`config.mk`:
```
export PLATFORM = sky130hd
export DESIGN_NAME = exc_ctrl
export DESIGN_NICKNAME = d
export VERILOG_FILES = /design/src/rtl/exc_ctrl.sv
export SDC_FILE = /design/constraint.sdc
export NUM_CORES = 1
export LEC_CHECK = 0
export ABC_AREA = 1
export CAP_MARGIN = 15
export CELL_PAD_IN_SITES_DETAIL_PLACEMENT = 0
export CELL_PAD_IN_SITES_GLOBAL_PLACEMENT = 2
export CORE_MARGIN = 2
export CORE_UTILIZATION = 29
export CTS_CLUSTER_DIAMETER = 200
export DETAILED_ROUTE_END_ITERATION = 8
export DONT_BUFFER_PORTS = 1
export PLACE_DENSITY = 0.87
export SYNTH_ARGS = -nofsm -noshare
export SYNTH_HDL_FRONTEND = slang
export SYNTH_SLANG_ARGS = --single-unit
export TNS_END_PERCENT = 30
```
`constraint.sdc`:
```
create_clock -name clk -period 4.3 [get_ports clk]
set_clock_uncertainty 0.2 [all_clocks]
set_input_delay 0.43 -clock clk [delete_from_list [all_inputs] [get_ports clk]]
set_output_delay 0.43 -clock clk [all_outputs]
set_load 0.01 [all_outputs]
```
`src/rtl/exc_ctrl.sv`:
```
// MEM-stage exception detection and arbitration: writes the winning exception
// into CP0, flushes the pipeline and hands fetch a redirect PC via valid/ready.
module exc_ctrl #(
  parameter logic [31:0] EXC_VECTOR  = 32'hBFC00380,
  parameter int          SYNC_STAGES = 2
) (
  input  logic        clk,
  input  logic        rst,
  input  logic        mem_valid,
  input  logic        mem_stall,
  input  logic [31:0] mem_pc,
  input  logic        mem_indelayslot,
  input  logic [31:0] mem_addr,
  input  logic        f_adel,
  input  logic        d_ri,
  input  logic        e_ov,
  input  logic        d_sys,
  input  logic        d_bp,
  input  logic        d_eret,
  input  logic        m_adel,
  input  logic        m_ades,
  input  logic [5:0]  hw_int,
  input  logic [31:0] cp0_status,
  input  logic [31:0] cp0_cause,
  input  logic [31:0] cp0_epc,
  output logic        exc_en,
  output logic [4:0]  exc_type,
  output logic [31:0] exc_pc,
  output logic [31:0] exc_badvaddr,
  output logic        exc_indelayslot,
  output logic [5:0]  int_pending,
  output logic        flush,
  output logic        redirect_valid,
  output logic [31:0] redirect_pc,
  input  logic        redirect_ready
);

  localparam logic [4:0] CODE_INT  = 5'h00;
  localparam logic [4:0] CODE_ADEL = 5'h04;
  localparam logic [4:0] CODE_ADES = 5'h05;
  localparam logic [4:0] CODE_SYS  = 5'h08;
  localparam logic [4:0] CODE_BP   = 5'h09;
  localparam logic [4:0] CODE_RI   = 5'h0a;
  localparam logic [4:0] CODE_OV   = 5'h0c;
  localparam logic [4:0] CODE_ERET = 5'h0e;

  typedef enum logic {IDLE, REDIRECT} state_t;

  state_t      r_state;
  state_t      w_nextState;
  logic [5:0]  r_sync [SYNC_STAGES];
  logic [31:0] r_target;
  logic        w_irq;
  logic        w_anyFlag;
  logic        w_take;
  logic [4:0]  w_code;
  logic [31:0] w_badvaddr;
  logic        w_isEret;
  logic        w_unused;

  // hw_int is asynchronous; only the last flop of the chain is ever observed.
  always_ff @(posedge clk) begin
    if (rst) begin
      for (int i = 0; i < SYNC_STAGES; i++) r_sync[i] <= '0;
    end else begin
      r_sync[0] <= hw_int;
      for (int i = 1; i < SYNC_STAGES; i++) r_sync[i] <= r_sync[i-1];
    end
  end

  assign int_pending = r_sync[SYNC_STAGES-1];

  assign w_irq = cp0_status[0] & ~cp0_status[1] &
                 (|({int_pending, cp0_cause[9:8]} & cp0_status[15:8]));
  assign w_anyFlag = f_adel | d_ri | e_ov | d_sys | d_bp | d_eret | m_adel | m_ades;
  assign w_take = (r_state == IDLE) & mem_valid & ~mem_stall & (w_irq | w_anyFlag);

  assign w_unused = ^{cp0_status[31:16], cp0_status[7:2], cp0_cause[31:10], cp0_cause[7:0]};

  // Priority chain: interrupts beat everything, then fetch-side faults down to MEM faults.
  always_comb begin
    w_code     = CODE_INT;
    w_badvaddr = '0;
    w_isEret   = 1'b0;
    if (w_irq) begin
      w_code = CODE_INT;
    end else if (f_adel) begin
      w_code     = CODE_ADEL;
      w_badvaddr = mem_pc;
    end else if (d_ri) begin
      w_code = CODE_RI;
    end else if (e_ov) begin
      w_code = CODE_OV;
    end else if (d_sys) begin
      w_code = CODE_SYS;
    end else if (d_bp) begin
      w_code = CODE_BP;
    end else if (d_eret) begin
      w_code   = CODE_ERET;
      w_isEret = 1'b1;
    end else if (m_adel) begin
      w_code     = CODE_ADEL;
      w_badvaddr = mem_addr;
    end else if (m_ades) begin
      w_code     = CODE_ADES;
      w_badvaddr = mem_addr;
    end
  end

  always_ff @(posedge clk) begin
    if (rst) r_state <= IDLE;
    else     r_state <= w_nextState;
  end

  always_comb begin
    w_nextState = r_state;
    case (r_state)
      IDLE:     if (w_take) w_nextState = REDIRECT;
      REDIRECT: if (redirect_ready) w_nextState = IDLE;
      default:  w_nextState = IDLE;
    endcase
  end

  // EPC is captured in the take cycle so later CP0 writes cannot disturb the ERET target.
  always_ff @(posedge clk) begin
    if (rst)         r_target <= '0;
    else if (w_take) r_target <= w_isEret ? cp0_epc : EXC_VECTOR;
  end

  always_comb begin
    exc_en          = 1'b0;
    exc_type        = '0;
    exc_pc          = '0;
    exc_badvaddr    = '0;
    exc_indelayslot = 1'b0;
    flush           = 1'b0;
    redirect_valid  = 1'b0;
    redirect_pc     = '0;
    case (r_state)
      IDLE: begin
        if (w_take) begin
          exc_en          = 1'b1;
          exc_type        = w_code;
          exc_pc          = mem_pc;
          exc_badvaddr    = w_badvaddr;
          exc_indelayslot = mem_indelayslot;
          flush           = 1'b1;
        end
      end
      REDIRECT: begin
        redirect_valid = 1'b1;
        redirect_pc    = r_target;
        flush          = 1'b1;
      end
      default: ;
    endcase
  end

endmodule
```
# Yosys cells after proc, flatten, opt, wreduce, memory -nomap -nowiden
# Memories as Yosys holds them, arrays and structs flattened.
# Index checks and enable logic that the tools add are counted.
[op_classes]
n_mux = 46
n_bitwise = 19
reduce_logical = 1
[ops]
columns = ["cell", "count"]
rows = [
  ["two-way mux 32 bit", 15],
  ["two-way mux 4 bit", 7],
  ["two-way mux 1 bit", 16],
  ["two-way mux 6 bit", 2],
  ["two-way mux 5 bit", 2],
  ["bitwise OR 1 bit", 10],
  ["bitwise AND 8 bit", 1],
  ["OR reduction 8 bit", 1],
  ["two-way mux 3 bit", 2],
  ["bitwise AND 1 bit", 5],
  ["case mux 1 bit (2 select lines)", 2],
  ["inverter 1 bit", 3],
]
[word_totals]
register_bits = 33
mem_bits_rw = 12
out_inout_bits = 111
wordCells = 69
memories = 1
[memory_table]
columns = ["memory", "words", "word_bits", "rd", "rd_clocked_by_memory_dff", "write_ports", "line_no", "rtl"]
rows = [
  ["r_sync", 2, 6, 2, 0, 2, "51", "logic [5:0] r_sync [SYNC_STAGES];"],
]

# Longest topological paths before layout
[depth]
word_depth = 11
mapped_depth = 11
depth_no_buf = 10

# Least setup slack after synthesis
# Ideal clock, no wire load.
[synth_path]
path_type = "input port to output port"
start = "in cp0_status[13]"
end = "out exc_badvaddr[10]"
arrival_ps = 1379
setup_slack_ps = 2291
stages = 9
path_buffers = 1
cell_sequence = "nand2_1 -> nand2_1 -> nor2_1 -> nand2_1 -> nand2_2 -> a21boi_4 -> nand2_2 -> buf_6 -> nor2_1"
[synth_between]
elab_chain_len = 7
word_cells_on_any_way = 8
classes_between = "mux: 3; bitwise: 4; reduce/logical: 1"
[synth_lines]
columns = ["element", "line_no", "rtl"]
rows = [
  ["start: declaration", "23", "input logic [31:0] cp0_status,"],
  ["bitwise AND 8 bit (*)", "74", "(|({int_pending, cp0_cause[9:8]} & cp0_status[15:8]));"],
  ["OR reduction 8 bit (*)", "74", ""],
  ["bitwise AND 1 bit (*)", "73", "assign w_irq = cp0_status[0] & ~cp0_status[1] &"],
  ["bitwise OR 1 bit", "76", "assign w_take = (r_state == IDLE) & mem_valid & ~mem_stall & (w_irq | w_anyFlag);"],
  ["bitwise AND 1 bit", "76", ""],
  ["two-way mux 32 bit (*)", "141", "if (w_take) begin"],
  ["two-way mux 32 bit (*)", "139", "case (r_state)"],
  ["end: declaration", "29", "output logic [31:0] exc_badvaddr,"],
]
# Every way passes the cells marked *; elsewhere a longest branch is shown, timed or not.

==> results.cfg <==
[run_status]
status = completed

[grt]
antenna_found_initial = 0
grt_overflow = 0
grt_pass1_wl_um = 16460
grt_pass1_vias = 3094
grt_max_degree = 67
grt_usage = 0.1648

[critical_path]
path_cells = nand2_1 -> nand2_1 -> nor2_1 -> nand2_1 -> nand2_2 -> nand2_2 -> nand2_4 -> nor2_1
slowest_delay_ns = 0.46
critPathLaunchType = flip-flop
end_kind = primary output
critPathKind = reg -> out
critPathArrivalTime_ns = 2.55
critPathSlowestCell = nor2_1
cp_max_fo = 56
worstPathRequired_ns = 3.67
cpMostUsedCell = nand2_1

[synthesis]
synth_edf_count = 0
synth.ff_latch_count = 45
syn_avg_cell_area_um2 = 5.442
synth.most_common_cell = nor2_1
syn_inst = 624
ys_warn_count = 0
synth_area_leaders = dfxtp_1 27%, nor2_1 18%, nand2_1 15%
synth_common_cells = 164 x nor2_1, 138 x nand2_1, 114 x inv_1
ys_dominant_reg_cell = dfxtp_1
netlist.area_leader.share = 0.2653
yosysTopAreaCell = dfxtp_1
ys_types = 25
async_reset_ff_frac = 0
yosysSeqAreaShare = 0.2653
synth_nets = 804
synthesis.area_um2 = 3396

[cts]
cts_sinks = 45
clock_latency_ns = 0.28
post_cts_buffers = 0
h-tree-depth = 2
clk_pin_slew_ns = 0.06
cts_tree = yes
cts_max_path_buffers = 2
ctsHoldBuffers = 0
cts_resized = 0
clk_root_buffer_cell = clkbuf_16
cts_buffers = 5

[timing]
slew_headroom = 0.2802
rsz0062_at_grt = no
tightest_slew_ns = 1.079
fmax_ghz = 0.3143
fin_crit_sh = 0.7400
tns_ns = 0
slew_viol_final = 0
period_minus_slack_ns = 3.182
setup_viol = 0
finalHoldViolations = 0
fin_ws_ns = 1.118

[floorplan]
die_x_um = 112.2
fp.dieArea_um2 = 12590
initial_utilization = 0.2974
rows = 39
core-area_um2 = 11420
io_pins = 291
die_h_um = 112.2

[cells_and_area]
area_growth_pct = 3.242
final_layout_size_suffix_gt1_frac = 0.04068
finish.net_count = 770
final.fill_count = 1322
post-route-util = 0.3070
antenna_cells = 0

[power]
vdd_drop_max_uv = 157.3
p_per_area_nw_per_um2 = 307.1
power_mw = 1.077
leakagePower_nw = 1.970

[detailed_routing]
detail_route.first_pass.iterations = 4
post_drt_wl_per_cell_um = 15.44
routed_wl_um = 11320
vias = 3502
drtIter0Drc = 153
route.detailed.drc = 0
final_antenna_net_count = 0
viasPerCell = 4.778

[worst_hold_path]
min_path_type = in -> reg

[place]
hpwl_um = 8471
dp_slack_ns = 1.291
port_buffers = 0
place.gp.congestion = 0.8811

[job]
cap_violations = 0
==> registers in the layout (all words and copies together), names as in the netlist <==
name      cells
r_sync       12
r_target     32
r_state       1
==> area by class of cell <==
type	instances	area, um2	share of cell area
Sequential cell	45	900.9	0.2570
Multi-Input combinational cell	417	1787	0.5096
Inverter	115	431.7	0.1231
Clock buffer	5	125.1	0.03569
Clock inverter	2	35.03	0.009993
Tap cell	143	178.9	0.05104
Timing Repair Buffer	6	47.55	0.01356
==> layout by cell type (no fill, tap or decap), types with 2 or more instances in the layout <==
| cell | netlist | routed |
|---|---|---|
| a21oi_1 | 2 | 2 |
| buf_4 | 13 | 5 |
| clkbuf_16 | 0 | 5 |
| dfxtp_1 | 45 | 45 |
| inv_1 | 114 | 114 |
| nand2_1 | 138 | 138 |
| nand2_2 | 4 | 4 |
| nand3_1 | 21 | 21 |
| nand3b_1 | 12 | 12 |
| nor2_1 | 164 | 164 |
| nor2_4 | 2 | 2 |
| o21ai_0 | 65 | 65 |
==> kinds of logic (layout without fill, tap and decap cells) <==
logic type,Yosys count,after routing,share of synthesized area
simple gates,347,347,0.4193
buf+inv,162,128,0.2085
compound gates,69,69,0.1057
flops,45,45,0.2653
other cells,1,1,0.001104
==> metal layers <==
metal / up-vias / part of all wire / GRT usage
met5: - / 0 / 0
met4: 0 / 0.032 / 0.06504
met3: 18 / 0.12 / 0.07397
met2: 168 / 0.45 / 0.2687
met1: 1563 / 0.40 / 0.1893
li1: 1753 / - / -
==> worst max-delay path, delay by kind of cell (launching register included) <==
| family | cells | cell delay (ns) |
|---|---|---|
| simple gates | 8 | 1.82 |
| flops | 1 | 0.39 |
==> power by group <==
group / internal [mW] / total (mW) / switching (mW) / leakage [nW]
sequential: 0.443 / 0.456 / 0.0131 / 0.371
combinational: 0.0559 / 0.192 / 0.136 / 1.52
clock: 0.270 / 0.429 / 0.159 / 0.0797
total: 0.769 / 1.08 / 0.308 / 1.97
==> metrics by stage <==
stage,instance area (um2),cells,hold slack [ns]
2_1_floorplan,3396,624,0.1883
3_3_place_gp,3336,725,0.1920
3_5_place_dp,3336,725,0.1951
4_1_cts,3496,732,0.001705
5_1_grt,3506,733,0.0009159
6_report,3506,733,0.009753
==> worst paths after layout <==
check                                 from                   endpoint  slack, ns  depth (start not counted)
setup / recovery   r_sync[0][9]$_SDFF_PP0_                 exc_pc[11]       1.12                          8
setup reg to reg  r_sync[0][11]$_SDFF_PP0_  r_target[17]$_SDFFE_PP0P_       1.43                         11
hold / removal                         rst    r_sync[0][2]$_SDFF_PP0_       0.01                          1
hold reg to reg    r_sync[0][2]$_SDFF_PP0_    r_sync[0][8]$_SDFF_PP0_       0.20                          2
Power figures use the tool's default switching activity.
